File: src/rtl/dvsd_cmp_stats_if.sv
// Handshake and snapshot bundle between a comparator-result producer/snapshot consumer
// (master) and the dvsd_cmp_stats block (slave).
interface dvsd_cmp_stats_if #(
  parameter int unsigned CNT_W = 8
);
  logic             in_valid;
  logic             in_ready;
  logic             less_than;
  logic             equal_to;
  logic             greater_than;
  logic             clr;
  logic             snap_req;
  logic             snap_valid;
  logic             snap_ready;
  logic [CNT_W-1:0] snap_lt;
  logic [CNT_W-1:0] snap_eq;
  logic [CNT_W-1:0] snap_gt;
  logic [CNT_W-1:0] snap_err;
  logic             eq_run;

  modport master (
    output in_valid, less_than, equal_to, greater_than, clr, snap_req, snap_ready,
    input  in_ready, snap_valid, snap_lt, snap_eq, snap_gt, snap_err, eq_run
  );

  modport slave (
    input  in_valid, less_than, equal_to, greater_than, clr, snap_req, snap_ready,
    output in_ready, snap_valid, snap_lt, snap_eq, snap_gt, snap_err, eq_run
  );
endinterface

File: src/rtl/dvsd_cmp_stats.sv
// Saturating outcome counters for dvsd_cmp results with a read-and-clear snapshot port.
// Define DVSD_CMP_STATS_RUN_DETECT_EN to build the consecutive-equal run detector (eq_run).
module dvsd_cmp_stats #(
  parameter int unsigned CNT_W   = 8,
  parameter int unsigned RUN_LEN = 4
) (
  input logic            clk,
  input logic            rst_n,
  dvsd_cmp_stats_if.slave bus
);

  typedef enum logic {COUNT, HOLD} state_t;

  localparam logic [CNT_W-1:0] CNT_MAX = '1;

  if (RUN_LEN < 2 || RUN_LEN > 15) begin : g_run_len_check
    $error("RUN_LEN must lie in 2..15");
  end

  state_t           state, state_next;
  logic             accept, capture;
  logic             is_lt, is_eq, is_gt;
  logic [CNT_W-1:0] lt_cnt, eq_cnt, gt_cnt, err_cnt;
  logic [CNT_W-1:0] lt_next, eq_next, gt_next, err_next;

  function automatic logic [CNT_W-1:0] sat_inc(input logic [CNT_W-1:0] v);
    return (v == CNT_MAX) ? v : v + CNT_W'(1);
  endfunction

  assign bus.in_ready   = (state == COUNT);
  assign bus.snap_valid = (state == HOLD);
  assign accept         = bus.in_valid && bus.in_ready;
  // snap_req is only honoured in COUNT; in HOLD it is ignored.
  assign capture        = (state == COUNT) && bus.snap_req;

  assign is_lt = {bus.less_than, bus.equal_to, bus.greater_than} == 3'b100;
  assign is_eq = {bus.less_than, bus.equal_to, bus.greater_than} == 3'b010;
  assign is_gt = {bus.less_than, bus.equal_to, bus.greater_than} == 3'b001;

  always_comb begin
    // NOTE: every comb output gets a default first so no path leaves it unassigned (no latch).
    state_next = state;
    case (state)
      COUNT:   if (bus.snap_req)   state_next = HOLD;
      HOLD:    if (bus.snap_ready) state_next = COUNT;
      default: state_next = COUNT;
    endcase
  end

  always_comb begin
    lt_next  = lt_cnt;
    eq_next  = eq_cnt;
    gt_next  = gt_cnt;
    err_next = err_cnt;
    if (bus.clr) begin
      lt_next  = '0;
      eq_next  = '0;
      gt_next  = '0;
      err_next = '0;
    end else if (accept) begin
      if (is_lt)      lt_next  = sat_inc(lt_cnt);
      else if (is_eq) eq_next  = sat_inc(eq_cnt);
      else if (is_gt) gt_next  = sat_inc(gt_cnt);
      else            err_next = sat_inc(err_cnt);
    end
  end

  // NOTE: sequential state uses non-blocking assignments so all registers update from pre-edge values.
  always_ff @(posedge clk or negedge rst_n) begin
    if (!rst_n) state <= COUNT;
    else        state <= state_next;
  end

  always_ff @(posedge clk or negedge rst_n) begin
    if (!rst_n) begin
      lt_cnt  <= '0;
      eq_cnt  <= '0;
      gt_cnt  <= '0;
      err_cnt <= '0;
    end else if (capture) begin
      lt_cnt  <= '0;
      eq_cnt  <= '0;
      gt_cnt  <= '0;
      err_cnt <= '0;
    end else begin
      lt_cnt  <= lt_next;
      eq_cnt  <= eq_next;
      gt_cnt  <= gt_next;
      err_cnt <= err_next;
    end
  end

  // NOTE: the snapshot registers are reset too, so a reset during HOLD discards a pending snapshot.
  always_ff @(posedge clk or negedge rst_n) begin
    if (!rst_n) begin
      bus.snap_lt  <= '0;
      bus.snap_eq  <= '0;
      bus.snap_gt  <= '0;
      bus.snap_err <= '0;
    end else if (capture) begin
      bus.snap_lt  <= lt_next;
      bus.snap_eq  <= eq_next;
      bus.snap_gt  <= gt_next;
      bus.snap_err <= err_next;
    end
  end

`ifdef DVSD_CMP_STATS_RUN_DETECT_EN
  localparam logic [3:0] RUN_MAX = 4'(RUN_LEN);

  logic [3:0] run_cnt, run_next;
  logic       eq_run_q;

  always_comb begin
    run_next = run_cnt;
    if (bus.clr)     run_next = '0;
    else if (accept) run_next = !is_eq ? 4'd0 : (run_cnt == RUN_MAX) ? RUN_MAX : run_cnt + 4'd1;
  end

  always_ff @(posedge clk or negedge rst_n) begin
    if (!rst_n) begin
      run_cnt  <= '0;
      eq_run_q <= 1'b0;
    end else begin
      run_cnt  <= run_next;
      eq_run_q <= (run_next == RUN_MAX);
    end
  end

  assign bus.eq_run = eq_run_q;
`else
  assign bus.eq_run = 1'b0;
`endif

endmodule

File: src/flat_wrapper.sv
// flat-port wrapper written by rule: the top's interface ports become plain ports
module dvsd_cmp_stats_flat 
#(
  parameter int unsigned CNT_W   = 8,
  parameter int unsigned RUN_LEN = 4
)
  (clk, rst_n, bus_in_valid, bus_less_than, bus_equal_to, bus_greater_than, bus_clr, bus_snap_req, bus_snap_ready, bus_in_ready, bus_snap_valid, bus_snap_lt, bus_snap_eq, bus_snap_gt, bus_snap_err, bus_eq_run);
  dvsd_cmp_stats_if #(.CNT_W(CNT_W)) bus_i ();
  input logic clk;
  input logic rst_n;
  input wire logic [$bits(bus_i.in_valid)-1:0] bus_in_valid;
  input wire logic [$bits(bus_i.less_than)-1:0] bus_less_than;
  input wire logic [$bits(bus_i.equal_to)-1:0] bus_equal_to;
  input wire logic [$bits(bus_i.greater_than)-1:0] bus_greater_than;
  input wire logic [$bits(bus_i.clr)-1:0] bus_clr;
  input wire logic [$bits(bus_i.snap_req)-1:0] bus_snap_req;
  input wire logic [$bits(bus_i.snap_ready)-1:0] bus_snap_ready;
  output wire logic [$bits(bus_i.in_ready)-1:0] bus_in_ready;
  output wire logic [$bits(bus_i.snap_valid)-1:0] bus_snap_valid;
  output wire logic [$bits(bus_i.snap_lt)-1:0] bus_snap_lt;
  output wire logic [$bits(bus_i.snap_eq)-1:0] bus_snap_eq;
  output wire logic [$bits(bus_i.snap_gt)-1:0] bus_snap_gt;
  output wire logic [$bits(bus_i.snap_err)-1:0] bus_snap_err;
  output wire logic [$bits(bus_i.eq_run)-1:0] bus_eq_run;
  assign bus_i.in_valid = bus_in_valid;
  assign bus_i.less_than = bus_less_than;
  assign bus_i.equal_to = bus_equal_to;
  assign bus_i.greater_than = bus_greater_than;
  assign bus_i.clr = bus_clr;
  assign bus_i.snap_req = bus_snap_req;
  assign bus_i.snap_ready = bus_snap_ready;
  assign bus_in_ready = bus_i.in_ready;
  assign bus_snap_valid = bus_i.snap_valid;
  assign bus_snap_lt = bus_i.snap_lt;
  assign bus_snap_eq = bus_i.snap_eq;
  assign bus_snap_gt = bus_i.snap_gt;
  assign bus_snap_err = bus_i.snap_err;
  assign bus_eq_run = bus_i.eq_run;
  dvsd_cmp_stats #(.CNT_W(CNT_W), .RUN_LEN(RUN_LEN)) u_core (.clk(clk), .rst_n(rst_n), .bus(bus_i));
endmodule
File: config.mk
export PLATFORM = sky130hd
export DESIGN_NAME = dvsd_cmp_stats_flat
export DESIGN_NICKNAME = d
export VERILOG_FILES = /design/src/rtl/dvsd_cmp_stats_if.sv /design/src/rtl/dvsd_cmp_stats.sv /design/src/flat_wrapper.sv
export SDC_FILE = /design/constraint.sdc
export NUM_CORES = 1
export LEC_CHECK = 0
export CAP_MARGIN = 40
export CORE_ASPECT_RATIO = 2
export CORE_MARGIN = 8
export CORE_UTILIZATION = 55
export CTS_CLUSTER_SIZE = 12
export DETAILED_ROUTE_END_ITERATION = 10
export PLACE_DENSITY = 0.8
export SETUP_SLACK_MARGIN = 0.2
export SKIP_LAST_GASP = 1
export SLEW_MARGIN = 30
export SYNTH_ARGS = -nofsm -noshare
export SYNTH_HDL_FRONTEND = slang
export SYNTH_SLANG_ARGS = --single-unit
File: constraint.sdc
create_clock -name clk -period 2.3 [get_ports clk]
set_input_delay 0.345 -clock clk [delete_from_list [all_inputs] [get_ports clk]]
set_output_delay 0.345 -clock clk [all_outputs]
set_load 0.02 [all_outputs]
## Word level (Yosys, flattened, before mapping)

Cells that the tools add are included.

- Register bits after elaboration: 65
- Word-level logic and storage cells: 51

- Add/subtract/negate cells: 4
- Equal/unequal tests: 7
- Mux-type cells: 28
- Bitwise gates (word level): 1
- Reduce and logical (&&, ||, !) cells: 2

Operators by type and width:

| cell | count |
|---|---|
| 8-bit 2-to-1 mux | 25 |
| 8-bit by 1-bit adder with 8-bit output (second input constant) | 4 |
| 8-bit == test (second input constant) | 4 |
| 3-bit by 1-bit == test with 1-bit output (second input constant) | 1 |
| 3-bit by 2-bit == test with 1-bit output (second input constant) | 1 |
| 3-bit == test (second input constant) | 1 |
| 1-bit logical AND | 2 |
| 1-bit 2-to-1 mux | 2 |
| 1-bit case mux with 2 select lines | 1 |
| 1-bit inverter | 1 |

## Depth between registers and ports, before layout

- Word-level depth: 8
- Mapped depth: 7

## Worst setup path after synthesis

Ideal clock, no wire load.

- Path kind: input -> register
- Start point: input bus_equal_to
- End point: register u_core.bus.snap_eq[5]
- Arrival time: 1.960 ns
- Required time: 2.231 ns
- Slack: 0.271 ns
- Stages on the path: 7
- Cells stage by stage: buf_4 or3b_1 buf_2 or3_1 clkbuf_2 or4_1 nand3_1

- Word-level cells in the longest chain between the ends: 5
- Elaborated cells on any way between the ends: 6
- Those cells by class: 2 x eq/ne; 4 x mux

Ends and longest elaborated chain:

| item | line | text |
|---|---|---|
| from (decl) | flat_wrapper.sv:13 | `input wire logic [$bits(bus_i.equal_to)-1:0] bus_equal_to;` |
| 3-bit by 2-bit == test with 1-bit output | dvsd_cmp_stats.sv:37 | `assign is_eq = {bus.less_than, bus.equal_to, bus.greater_than} == 3'b010;` |
| 8-bit 2-to-1 mux | dvsd_cmp_stats.sv:62 | `else if (is_eq) eq_next = sat_inc(eq_cnt);` |
| 8-bit 2-to-1 mux (*) | dvsd_cmp_stats.sv:61 | `if (is_lt) lt_next = sat_inc(lt_cnt);` |
| 8-bit 2-to-1 mux (*) | dvsd_cmp_stats.sv:60 | `end else if (accept) begin` |
| 8-bit 2-to-1 mux (*) | dvsd_cmp_stats.sv:55 | `if (bus.clr) begin` |
| to (signal assigned) | dvsd_cmp_stats.sv:102 | `bus.snap_eq <= eq_next;` |
| to (decl) | dvsd_cmp_stats_if.sv:28 | `output in_ready, snap_valid, snap_lt, snap_eq, snap_gt, snap_err, eq_run` |

Every way passes the cells marked *; elsewhere a longest branch is shown, timed or not.
A chain may end at the register's enable or synchronous reset.

## Worst setup path after layout

Same ends and word-level chain as after synthesis.

==> flow_metrics.env <==
export IMPL_maxSlewHeadroom=0.549
export IMPL_p_comb_frac=0.093
export IMPL_fmax_mhz=497
export IMPL_setup_worst_path_class="in -> reg"
export IMPL_critical_path_buf_inv_count=1
export IMPL_path_clk_slew_ns=0.05
export IMPL_antenna_found_initial=0
export IMPL_path_delay_family="simple AND/OR/NAND/NOR gates"
export IMPL_hold_viol=0
export IMPL_ant_nets=0
export IMPL_syn_area_sq_um=3330
export IMPL_finalNetCount=418
export IMPL_syn_nets=360
export IMPL_skew_ns=0.00385
export IMPL_drive_gt1_frac=0.106
export IMPL_dp_cells=456
export IMPL_wl_um=8700
export IMPL_ioPinCount=44
export IMPL_status="finished, final reports clean"
export IMPL_synth_edf_count=0
export IMPL_ir_worst_vdd_mv=0.539
export IMPL_clk_latency_ns=0.33
export IMPL_yosys_warnings=0
export IMPL_grt_max_degree=47
export IMPL_vias_per_cell=6.43
export IMPL_p_sw_frac=0.238
export IMPL_htree_levels=3
export IMPL_ys_seq_area_frac=0.488
export IMPL_gp_congestion=0.912
export IMPL_finalSetupTns_ns=0
export IMPL_synth_area_top_cells="dfrtp_1, nand2_1, o21ai_0"
export IMPL_required_ns=2.56
export IMPL_critPathCaptureType="register"
export IMPL_n_antenna_cell=0
export IMPL_die_h_um=126
export IMPL_syn2layout_area_growth_pct=26.4
export IMPL_power_internal_mw=1.98
export IMPL_stdcell_count=470
export IMPL_synthCells=347
export IMPL_grt_pass1_wl_um=14300
export IMPL_yosys_cell_count_top_type="dfrtp_1"
export IMPL_pwr_share_seq=0.450
export IMPL_cts_max_path_buffers=2
export IMPL_synth_seq_cells=65
export IMPL_post_cts_setup_buffers=0
export IMPL_cp_arrival_ns=2.27
export IMPL_dr_pass1_iters=4
export IMPL_vias=3021
export IMPL_path_cells="clkdlybuf4s50_1 -> or3b_1 -> or3_1 -> or4_1 -> nand3_1"
export IMPL_finalCriticalPeriod_ns=2.01
export IMPL_hold_path_class="reg -> reg"
export IMPL_power_density_nw_per_um2=617
export IMPL_drv_cap=0
export IMPL_die_area_sq_um=8950
export IMPL_port_buffers=42
export IMPL_cts_tree="yes"
export IMPL_max_stage_delay_ns=0.50
export IMPL_crit_fanout=8
export IMPL_die_x_um=71.0
export IMPL_gr_total_overflow=0
export IMPL_cts_root_buf="clkbuf_16"
export IMPL_setup_viol=0
export IMPL_post_drt_wl_per_cell_um=18.5
export IMPL_grt_usage=0.203
export IMPL_synth_flop_cell="dfrtp_1"
export IMPL_p_leak_nw=1.76
export IMPL_start_util=0.559
export IMPL_synth_top_area_frac=0.488
export IMPL_synth_top_area_cell="dfrtp_1"
export IMPL_clock_power_share=0.457
export IMPL_p_switching_mw=0.619
export IMPL_post_route_period_util=0.875
export IMPL_async_flop_share=1.00
export IMPL_synth_cell_types=50
export IMPL_drc=0
export IMPL_slowest_stage="or4_1"
export IMPL_dp_hpwl_um=6090
export IMPL_cts_buffers=9
export IMPL_rsz0062_at_grt="false"
export IMPL_coreArea_sq_um=5960
export IMPL_cp_start_kind="input port"
export IMPL_avgSynthCellArea_sq_um=9.60
export IMPL_synth_common_cells="dfrtp_1, nand2_1, nor2_1, o21ai_0, nand3_1"
export IMPL_grt_pass1_vias=2976
export IMPL_drv_slew=0
export IMPL_tightest_slew_ns=0.674
export IMPL_cts_sinks=65
export IMPL_drt_iter0_markers=163
export IMPL_num_rows=40
cell usage in the layout, fill, tap and decap left out, drive strengths merged, types with 5 or more instances in the layout:
| cell | n |
|---|---|
| xor2 | 7 |
| o31ai | 8 |
| nand4 | 5 |
| o2111ai | 11 |
| o211ai | 6 |
| nor4 | 6 |
| nor3 | 8 |
| clkdlybuf4s50 | 41 |
| a21oi | 11 |
| nand2 | 39 |
| nor2 | 25 |
| and3 | 10 |
| nand3 | 20 |
| nand2b | 6 |
| nor2b | 5 |
| or3 | 11 |
| o21ai | 25 |
| mux2i | 9 |
| clkbuf | 12 |
| dfrtp | 65 |
| buf | 23 |
| a221o | 5 |
cells by family after synthesis:
| kind of cell | after synthesis | share of synthesized area |
|---|---|---|
| AOI/OAI and AO/OA | 85 | 0.180 |
| xor gates and xnor gates | 8 | 0.0210 |
| adders and majority gates | 4 | 0.0150 |
| buffers and inverters | 22 | 0.0278 |
| DFF | 65 | 0.488 |
| muxes | 9 | 0.0270 |
| other | 1 | 0.00113 |
| and+or+nand+nor | 153 | 0.240 |
worst paths after layout:
path	to	depth (start not counted)	slack [ns]	from
min	u_core.bus.snap_lt[1]	2	0.47	u_core.bus.snap_lt[1]
max in group asynchronous	u_core.eq_cnt[0]	3	1.18	rst_n
min in group asynchronous	u_core.lt_cnt[3]	2	0.51	rst_n
max	u_core.bus.snap_eq[5]	5	0.29	bus_equal_to
max reg2reg	u_core.bus.snap_gt[1]	5	0.38	u_core.gt_cnt[0]
min reg2reg	u_core.bus.snap_lt[1]	2	0.47	u_core.bus.snap_lt[1]
power by group through the flow:
stage	logic (mW)	clock network (mW)	registers, mW
finish	0.243	1.19	1.17
CTS	0.242	1.20	1.17
floorplan	0.106	0	1.19
detailed placement	0.240	0	1.19
global route	0.264	1.24	1.17
global placement	0.235	0	1.19
worst min-delay path, cell delays in order (launching register included):
cell     delay [ns]
dfrtp_1        0.33
nand2_1        0.04
o21ai_0        0.06
what timing repair did:
| action | CTS | global route |
|---|---|---|
| hold buffers | 1 | 0 |
| hold endpoints to repair | 19 | 0 |
| gates resized for setup | 0 | 4 |
| endpoints found under the setup margin | 0 | 5 |
layer usage:
| layer | vias up | track usage | routed length [um] |
|---|---|---|---|
| met5 | - | 0 | 0 |
| met4 | 0 | 0.119 | 235 |
| met3 | 18 | 0.0509 | 335 |
| met2 | 72 | 0.353 | 4630 |
| met1 | 1511 | 0.212 | 3500 |
| li1 | 1420 | - | - |
final cells by class:
type	count	area (sq um)
clock buffer	12	246
tap	63	78.8
fill	468	1740
clock inverter	1	5.00
inverter	4	15.0
multi-input combinational	260	1640
timing repair buffer	65	603
sequential	65	1630
registers in the layout (all words and copies together), names as in the netlist:
register and flops:
u_core.bus.snap_eq 8, u_core.bus.snap_err 8, u_core.bus.snap_gt 8, u_core.bus.snap_lt 8, u_core.bus.snap_valid 1, u_core.eq_cnt 8, u_core.err_cnt 8, u_core.gt_cnt 8
u_core.lt_cnt 8
metrics by stage:
step	area, sq um	util	worst slack, ns	hold slack [ns]	power (mW)
after global routing	4210	0.707	0.203	0.502	2.67
after floorplan	3330	-	0.271	0.0494	1.30
after CTS	4190	0.703	0.292	0.480	2.61
after detailed placement	3930	0.659	-0.0432	0.330	1.43
final	4210	0.707	0.288	0.472	2.60
after global placement	3930	0.659	-0.0140	0.316	1.42
Power figures use the tool's default switching activity.
